### src/rtl/mem_bridge.sv
// rtl/mem_bridge.sv - CPU-to-memory bridge: word-aligned access, lane steering, load extension, error detection
// Optional memory-wait timeout is enabled by defining MEM_BRIDGE_TIMEOUT_EN.
module mem_bridge #(
   parameter int TIMEOUT_CYCLES = 255,
   parameter int CNT_W          = 8
) (
   input  logic        clk,
   input  logic        rst,
   input  logic        cpu_read,
   input  logic        cpu_write,
   input  logic [31:0] cpu_addr,
   input  logic [31:0] cpu_wdata,
   input  logic [2:0]  cpu_funct3,
   output logic [31:0] cpu_rdata,
   output logic        cpu_resp,
   output logic        cpu_err,
   output logic        mem_read,
   output logic        mem_write,
   output logic [31:0] mem_address,
   output logic [31:0] mem_wdata,
   output logic [3:0]  mem_byte_enable,
   input  logic        mem_resp,
   input  logic [31:0] mem_rdata
);

   typedef enum logic [1:0] {IDLE = 2'd0, ISSUE = 2'd1, DONE = 2'd2} state_t;

   state_t      state_q, state_d;
   logic [31:0] addr_q, wdata_q, rdata_q;
   logic [2:0]  funct3_q;
   logic [3:0]  be_q;
   logic        write_q, err_q;

   logic        req, illegal, timeout;
   logic [3:0]  be_new;
   logic [31:0] wdata_rep, load_ext;
   logic [7:0]  load_byte;
   logic [15:0] load_half;

   assign req = cpu_read | cpu_write;

   always_comb begin
      illegal = 1'b0;
      if (cpu_read && cpu_write)                                     illegal = 1'b1;
      if (cpu_read && (cpu_funct3 == 3'd3 || cpu_funct3[2:1] == 2'b11)) illegal = 1'b1;
      if (cpu_write && cpu_funct3 > 3'd2)                            illegal = 1'b1;
      if (cpu_funct3[1:0] == 2'd2 && cpu_addr[1:0] != 2'b00)         illegal = 1'b1;
      if (cpu_funct3[1:0] == 2'd1 && cpu_addr[0])                    illegal = 1'b1;
   end

   // Reads always fetch the whole word; only stores narrow the lane enables.
   always_comb begin
      be_new    = 4'b1111;
      wdata_rep = cpu_wdata;
      case (cpu_funct3[1:0])
         2'd0: begin
            wdata_rep = {4{cpu_wdata[7:0]}};
            if (cpu_write) be_new = 4'b0001 << cpu_addr[1:0];
         end
         2'd1: begin
            wdata_rep = {2{cpu_wdata[15:0]}};
            if (cpu_write) be_new = 4'b0011 << cpu_addr[1:0];
         end
         default: ;
      endcase
   end

   always_comb begin
      load_byte = 8'(mem_rdata >> {addr_q[1:0], 3'b000});
      load_half = addr_q[1] ? mem_rdata[31:16] : mem_rdata[15:0];
      case (funct3_q)
         3'd0:    load_ext = {{24{load_byte[7]}}, load_byte};
         3'd1:    load_ext = {{16{load_half[15]}}, load_half};
         3'd4:    load_ext = {24'h0, load_byte};
         3'd5:    load_ext = {16'h0, load_half};
         default: load_ext = mem_rdata;
      endcase
   end

`ifdef MEM_BRIDGE_TIMEOUT_EN
   logic [CNT_W-1:0] cnt_q;

   always_ff @(posedge clk or negedge rst) begin
      if (!rst)                     cnt_q <= '0;
      else if (state_q != ISSUE)    cnt_q <= '0;
      else if (!mem_resp)           cnt_q <= cnt_q + 1'b1;
   end

   // A response in the limit cycle still counts as a normal completion.
   assign timeout = (state_q == ISSUE) && !mem_resp &&
                    (cnt_q == CNT_W'(TIMEOUT_CYCLES - 1));
`else
   logic cfg_unused;
   assign cfg_unused = (CNT_W > 0) && (TIMEOUT_CYCLES > 0);
   assign timeout    = 1'b0;
`endif

   always_ff @(posedge clk or negedge rst) begin
      if (!rst) state_q <= IDLE;
      else      state_q <= state_d;
   end

   always_comb begin
      state_d = state_q;
      case (state_q)
         IDLE:    if (req) state_d = illegal ? DONE : ISSUE;
         ISSUE:   if (mem_resp || timeout) state_d = DONE;
         default: state_d = IDLE;
      endcase
   end

   always_comb begin
      mem_read  = (state_q == ISSUE) && !write_q;
      mem_write = (state_q == ISSUE) && write_q;
      cpu_resp  = (state_q == DONE);
      cpu_err   = (state_q == DONE) && err_q;
   end

   always_ff @(posedge clk or negedge rst) begin
      if (!rst) begin
         addr_q   <= '0;
         wdata_q  <= '0;
         rdata_q  <= '0;
         funct3_q <= '0;
         be_q     <= '0;
         write_q  <= 1'b0;
         err_q    <= 1'b0;
      end else begin
         case (state_q)
            IDLE: if (req) begin
               addr_q   <= cpu_addr;
               wdata_q  <= wdata_rep;
               funct3_q <= cpu_funct3;
               be_q     <= be_new;
               write_q  <= cpu_write;
               err_q    <= illegal;
               if (illegal) rdata_q <= '0;
            end
            ISSUE: if (mem_resp) begin
               err_q <= 1'b0;
               if (!write_q) rdata_q <= load_ext;
            end else if (timeout) begin
               err_q   <= 1'b1;
               rdata_q <= '0;
            end
            default: ;
         endcase
      end
   end

   assign mem_address     = {addr_q[31:2], 2'b00};
   assign mem_wdata       = wdata_q;
   assign mem_byte_enable = be_q;
   assign cpu_rdata       = rdata_q;

endmodule

### config.mk
export PLATFORM = sky130hd
export DESIGN_NAME = mem_bridge
export DESIGN_NICKNAME = d
export VERILOG_FILES = /design/src/rtl/mem_bridge.sv
export SDC_FILE = /design/constraint.sdc
export NUM_CORES = 1
export LEC_CHECK = 0
export BUFFER_PORTS_ARGS = -buffer_cell sky130_fd_sc_hd__buf_2
export CAP_MARGIN = 20
export CORE_MARGIN = 10
export CORE_UTILIZATION = 53
export CTS_CLUSTER_DIAMETER = 80
export CTS_CLUSTER_SIZE = 16
export DETAILED_ROUTE_END_ITERATION = 8
export PLACE_DENSITY = 0.89
export SYNTH_ARGS = -nofsm -noshare
export SYNTH_HDL_FRONTEND = slang
export SYNTH_SLANG_ARGS = --single-unit
### constraint.sdc
create_clock -name clk -period 2.5 [get_ports clk]
set_input_delay 0 -clock clk [delete_from_list [all_inputs] [get_ports clk]]
set_output_delay 0 -clock clk [all_outputs]
set_load 0.02 [all_outputs]
## Word-level counts from Yosys, hierarchy flattened

Cells that the tools add are included.

- Flip-flop bits (word level): 107
- Output and inout port bits: 104
- Logic and storage cells: 68

- Magnitude comparators: 1
- Equal/unequal tests: 13
- Shifts and indexed selects: 3
- Mux-type cells: 23
- Bitwise logic cells: 1
- Reduce and logical (&&, ||, !) cells: 19

Operators with widths:

| cell | number |
|---|---|
| two-way mux 32 bit | 4 |
| one-hot mux 32 bit (2 select lines) | 2 |
| one-hot mux 32 bit (4 select lines) | 1 |
| right shift 32 x 5 -> 8 bit | 1 |
| two-way mux 16 bit | 1 |
| logical AND 1 bit | 8 |
| two-way mux 4 bit | 2 |
| != test 2 bit (second input constant) | 4 |
| one-hot mux 4 bit (2 select lines) | 1 |
| two-way mux 1 bit | 7 |
| equality test 2 bit (second input constant) | 3 |
| equality test 3 bit (second input constant) | 2 |
| two-way mux 2 bit | 3 |
| AND reduction 5 bit | 1 |
| equality test 2 x 1 -> 1 bit (second input constant) | 2 |
| logical NOT 2 bit | 2 |
| one-hot mux 2 bit (2 select lines) | 1 |
| AND reduction 2 bit | 2 |
| nonzero test 2 bit | 2 |
| left shift 1 x 2 -> 4 bit (first input constant) | 1 |
| left shift 2 x 2 -> 4 bit (first input constant) | 1 |
| equality test 3 x 1 -> 1 bit (second input constant) | 1 |
| equality test 3 x 2 -> 1 bit (second input constant) | 1 |
| greater-than comparator 3 x 2 -> 1 bit (second input constant) | 1 |
| other kinds (6) | 6 |

## Depth between registers and ports, before layout

- Depth in word-level cells: 10
- Mapped depth: 8

## Least setup slack after synthesis

No wires, ideal clock.

- Kind: reg-to-reg
- Start point: reg state_q[1]
- End point: reg rdata_q[25], in the netlist cpu_rdata[25]
- Setup time: 74 ps
- Arrival: 1593 ps
- Path slack: 834 ps
- Cell stages (with the launch flop): 8
- Period minus slack after synthesis: 1666 ps
- Cell sequence: dfrtp_1 nand2b_4 buf_6 or3_4 a221oi_4 buf_6 a21oi_1 o21ai_2

- Longest elaborated chain between the ends: 3
- Elaborated cells on any way between the ends: 9
- Those cells by class: eq/ne (5); mux (1); reduce/logical (3)

Ends and longest elaborated chain:

| what | RTL line | text |
|---|---|---|
| start, declared | 28 | `state_t state_q, state_d;` |
| start signal, assigned | 100 | `else state_q <= state_d;` |
| equality test 2 x 1 -> 1 bit / logical NOT 2 bit (equally long branches) | 129 | `case (state_q)` |
| != test 2 bit (no line) / nonzero test 2 bit (equally long branches) | n/a |  |
| AND reduction 5 bit (no line) | n/a |  |
| end signal, assigned | 141 | `if (!write_q) rdata_q <= load_ext;` |
| end, declared | 29 | `logic [31:0] addr_q, wdata_q, rdata_q;` |

Parallel ways exist; a longest one is shown, timed or not.
A chain may end at the register's enable or synchronous reset.

## Worst setup path after layout

- Start point: reg state_q[0]
- End point: reg wdata_q[10], in the netlist mem_wdata[10]

- Longest elaborated chain between the ends: 2

Ends and longest elaborated chain:

| what | RTL line | text |
|---|---|---|
| logical NOT 2 bit | 129 |  |
| AND reduction 2 bit (no line) | n/a |  |
| end signal, assigned | 132 | `wdata_q <= wdata_rep;` |
| end, declared | 29 |  |

Every way passes these cells.

==> metrics.md <==
| Metric | Value |
|---|---|
| Final core utilization | 0.748 |
| Max-cap violations | 0 |
| Ys flop type | dfrtp_1 |
| GR Overflow Total | 0 |
| Peak Freq | 0.488 GHz |
| Ratio of final minimum period to clock period | 0.819 |
| Critical Path End Type | register |
| Global Route Usage Sum | 0.249 |
| Number of detailed-route iterations in the first pass | 6 |
| Crit path kind | reg -> reg |
| Largest net degree at the start of global routing | 89 |
| Num CTS Buffers | 9 |
| Ys Warns | 0 |
| DRC Markers | 0 |
| Via count | around 5300 |
| Drt wl/cell | between 15 and 20 um |
| Crit-path max FO | 88 |
| Root Buffer | clkbuf_8 |
| Fin crit period | 2.05 ns |
| Sequential share of the synthesized area | 0.509 |
| Worst Hold Depth | 3 |
| Worst Hold Endpoint | cpu_rdata[11] |
| Biggest area consumer among synthesized cells | dfrtp_1 |
| Data required, critical path | 2.79 ns |
| Fill count | 654 |
| Setup_tns | 0 ns |
| Asr flop ratio synth | 1.00 |
| Final wirelength | 18.3 mm |
| Worst hold slack | approximately 0.015 ns |
| Via density | 5.51 |
| VDD IR-drop max | 0.602 mV |
| CTS tree | built |
| Hold Crit Start | mem_rdata[11] |
| PortBufs | 205 |
| Clock sinks | 107 |
| R2R Setup Slk | 0.45 ns |
| Post-DP HPWL | 11.9 mm |
| Yosys reg bits | 107 |
| Top cells by count, synth | nand2_1, dfrtp_1, a21oi_1, buf_4, o21ai_1 |
| Bufs on Longest Clock Path | 2 |
| Grt met2 use | 0.425 |
| Layout Skew | 0.0115 ns |
| Synth area leaders | dfrtp_1, nand2_1, mux2i_1 |
| Top Usage Layer GRT | met2 |
| Share of cells above drive strength 1 | 0.299 |
| DIE WIDTH | between 100 and 150 um |
| Syn avg cell area | 9.22 um2 |
| Clock Latency Late Sink | 0.37 ns |
| Most frequent cell after synthesis | nand2_1 |
| Number of flops mapped to enable cells by yosys | 0 |
| FF-to-FF path depth | 5 |
| Routability congestion estimate | slightly below 0.9 |
| Top cell type's share of synthesized area | 0.509 |
| Worst path cell trace | nor2_1, o21ai_4, buf_4, nand2_1, o21ai_1 |
| First-pass GRT wire length | 29.1 mm |
| Layout net count | just over 900 |
| IO Pins | 208 |
| HP Class | in -> reg |
| Die ar. | roughly 14000 um2 |
| Synthesis-to-finish area growth | 38.2% |
| Cell variety after synth | 40 |
| Worst r2r src | state_q[0] |
| Initial drt markers | 474 |
| Slowest library cell on the worst path | buf_4 |
| PnR Total Power | roughly 7500 uW |
| Leak pwr | 0.00374 uW |
| Slew @ Worst Pin | roughly 0.82 ns |
| GR Util met1 | 0.274 |
| RSZ-0062 raised after global routing | no |
| Final setup viols | 0 |
| Relative slew slack | 0.453 |
| Post-synthesis cell count | 571 |
| Crit path largest cell delay | ~0.69 ns |
| Mapped Area | 5260 um2 |
| Worst R2R End | mem_wdata[10] |
| Status | complete, no violations |
| Initial Utilization | 0.541 |
| Clock slew at reported path FFs | 0.10 ns |
| Final hold violations | 0 |
| CP Launch Type | register |
| GR met3 Demand/Resource | 0.0900 |
| Fin. max-slew vios | 0 |
| H-tree levels | 3 |
| Pwr Density | between 1000 and 1500 nW/um2 |
| DRT antenna net count | 0 |
| Die Y | 120 um |
| Core box area | roughly 10000 um2 |
| Vias in the first global route | approximately 5500 |
| CP arrival | 2.34 ns |
| Std-Cell Rows | 36 |
| Initial antenna violation count | 3 |
## cells in the final DEF (no fill, tap or decap), types with 2 or more instances in the layout
master / instances
buf_2: 204
nand2_1: 181
dfrtp_1: 107
dlygate4sd3_1: 92
a21oi_1: 34
o21ai_1: 33
mux2i_1: 33
o21ai_0: 21
nor2_1: 17
nand2b_1: 14
o21ai_2: 10
clkbuf_8: 10
a32o_1: 8
o221ai_1: 7
buf_4: 6
inv_1: 5
ha_1: 4
diode_2: 3
and2_1: 3
nor2b_1: 2
nand3b_1: 2
o311ai_1: 2
o22ai_1: 2
nand3_1: 2
nor3b_1: 2
conb_1: 2
buf_12: 2
## registers in the layout, summed over array words and instances, names as in the netlist
| signal | cells |
|---|---|
| addr_q | 32 |
| cpu_rdata | 32 |
| mem_wdata | 32 |
| mem_byte_enable | 4 |
| funct3_q | 3 |
| state_q | 2 |
| err_q | 1 |
| write_q | 1 |
## worst max path at each step
stage / start / end / slack, ns / depth (start not counted)
after global routing: state_q[0] / mem_wdata[10] / 0.28 / 5
after detailed placement: state_q[0] / mem_wdata[20] / 0.49 / 4
final: state_q[0] / mem_wdata[10] / 0.45 / 5
after global placement: state_q[0] / cpu_rdata[16] / 0.65 / 5
after CTS: state_q[0] / mem_wdata[20] / 0.50 / 4
after floorplan: state_q[1] / cpu_rdata[25] / 0.83 / 7
## logic make-up (layout without fill, tap and decap cells)
kind of cell | after synthesis | count (layout) | share of synthesized area
AND/OR/NAND/NOR | 229 | 229 | 0.180
AO/OA/AOI/OAI | 125 | 125 | 0.153
flip-flops | 107 | 107 | 0.509
buffers and inverters | 71 | 325 | 0.0811
multiplexers | 34 | 34 | 0.0670
adder cells (fa/ha/maj) | 4 | 4 | 0.00951
other | 1 | 5 | 0.000712
## critical path, delay by kind of cell, from the launching register on
| kind | cells | cell delay (ns) |
|---|---|---|
| AOI/OAI and AO/OA | 2 | 0.28 |
| DFF | 1 | 0.57 |
| and+or+nand+nor | 2 | 0.41 |
| buffers and inverters | 1 | 0.69 |
## report_power, final
part / internal [uW] / switching [uW]
Sequential: 2410 / 471
Combinational: 1170 / 2380
Clock: 487 / 581
Total: 4070 / 3430
## cell type report
| cell class | count | area (um2) | area share |
|---|---|---|---|
| Clock inverter | 4 | 51.3 | 0.00705 |
| Inverter | 6 | 22.5 | 0.00310 |
| Clock buffer | 11 | 141 | 0.0194 |
| Tap cell | 133 | 166 | 0.0229 |
| Timing Repair Buffer | 304 | 2030 | 0.279 |
| Sequential cell | 107 | 2680 | 0.368 |
| Multi-Input combinational cell | 394 | 2180 | 0.300 |
| Antenna cell | 3 | 7.51 | 0.00103 |
## routing by layer
layer	routed length, um	share of wire	vias up
met3	1990	0.11	65
met5	0	0	-
li1	-	-	2390
met2	9020	0.49	329
met1	6570	0.36	2514
met4	676	0.037	0
## metrics by stage
step	instances	area (um2)	worst slack, ns
6_report	962	7270	0.452
5_1_grt	961	7270	0.279
4_1_cts	959	7270	0.497
3_5_place_dp	852	6150	0.491
3_3_place_gp	852	6150	0.653
2_1_floorplan	572	5270	0.834
## repair_timing
| action | 4_1_cts | 5_1_grt |
|---|---|---|
| gates resized for setup | 0 | 0 |
| endpoints found under the hold margin | 142 | 0 |
| setup buffers | 0 | 0 |
| hold buffers | 92 | 0 |
No activity file was read; power rests on OpenSTA's default activity.
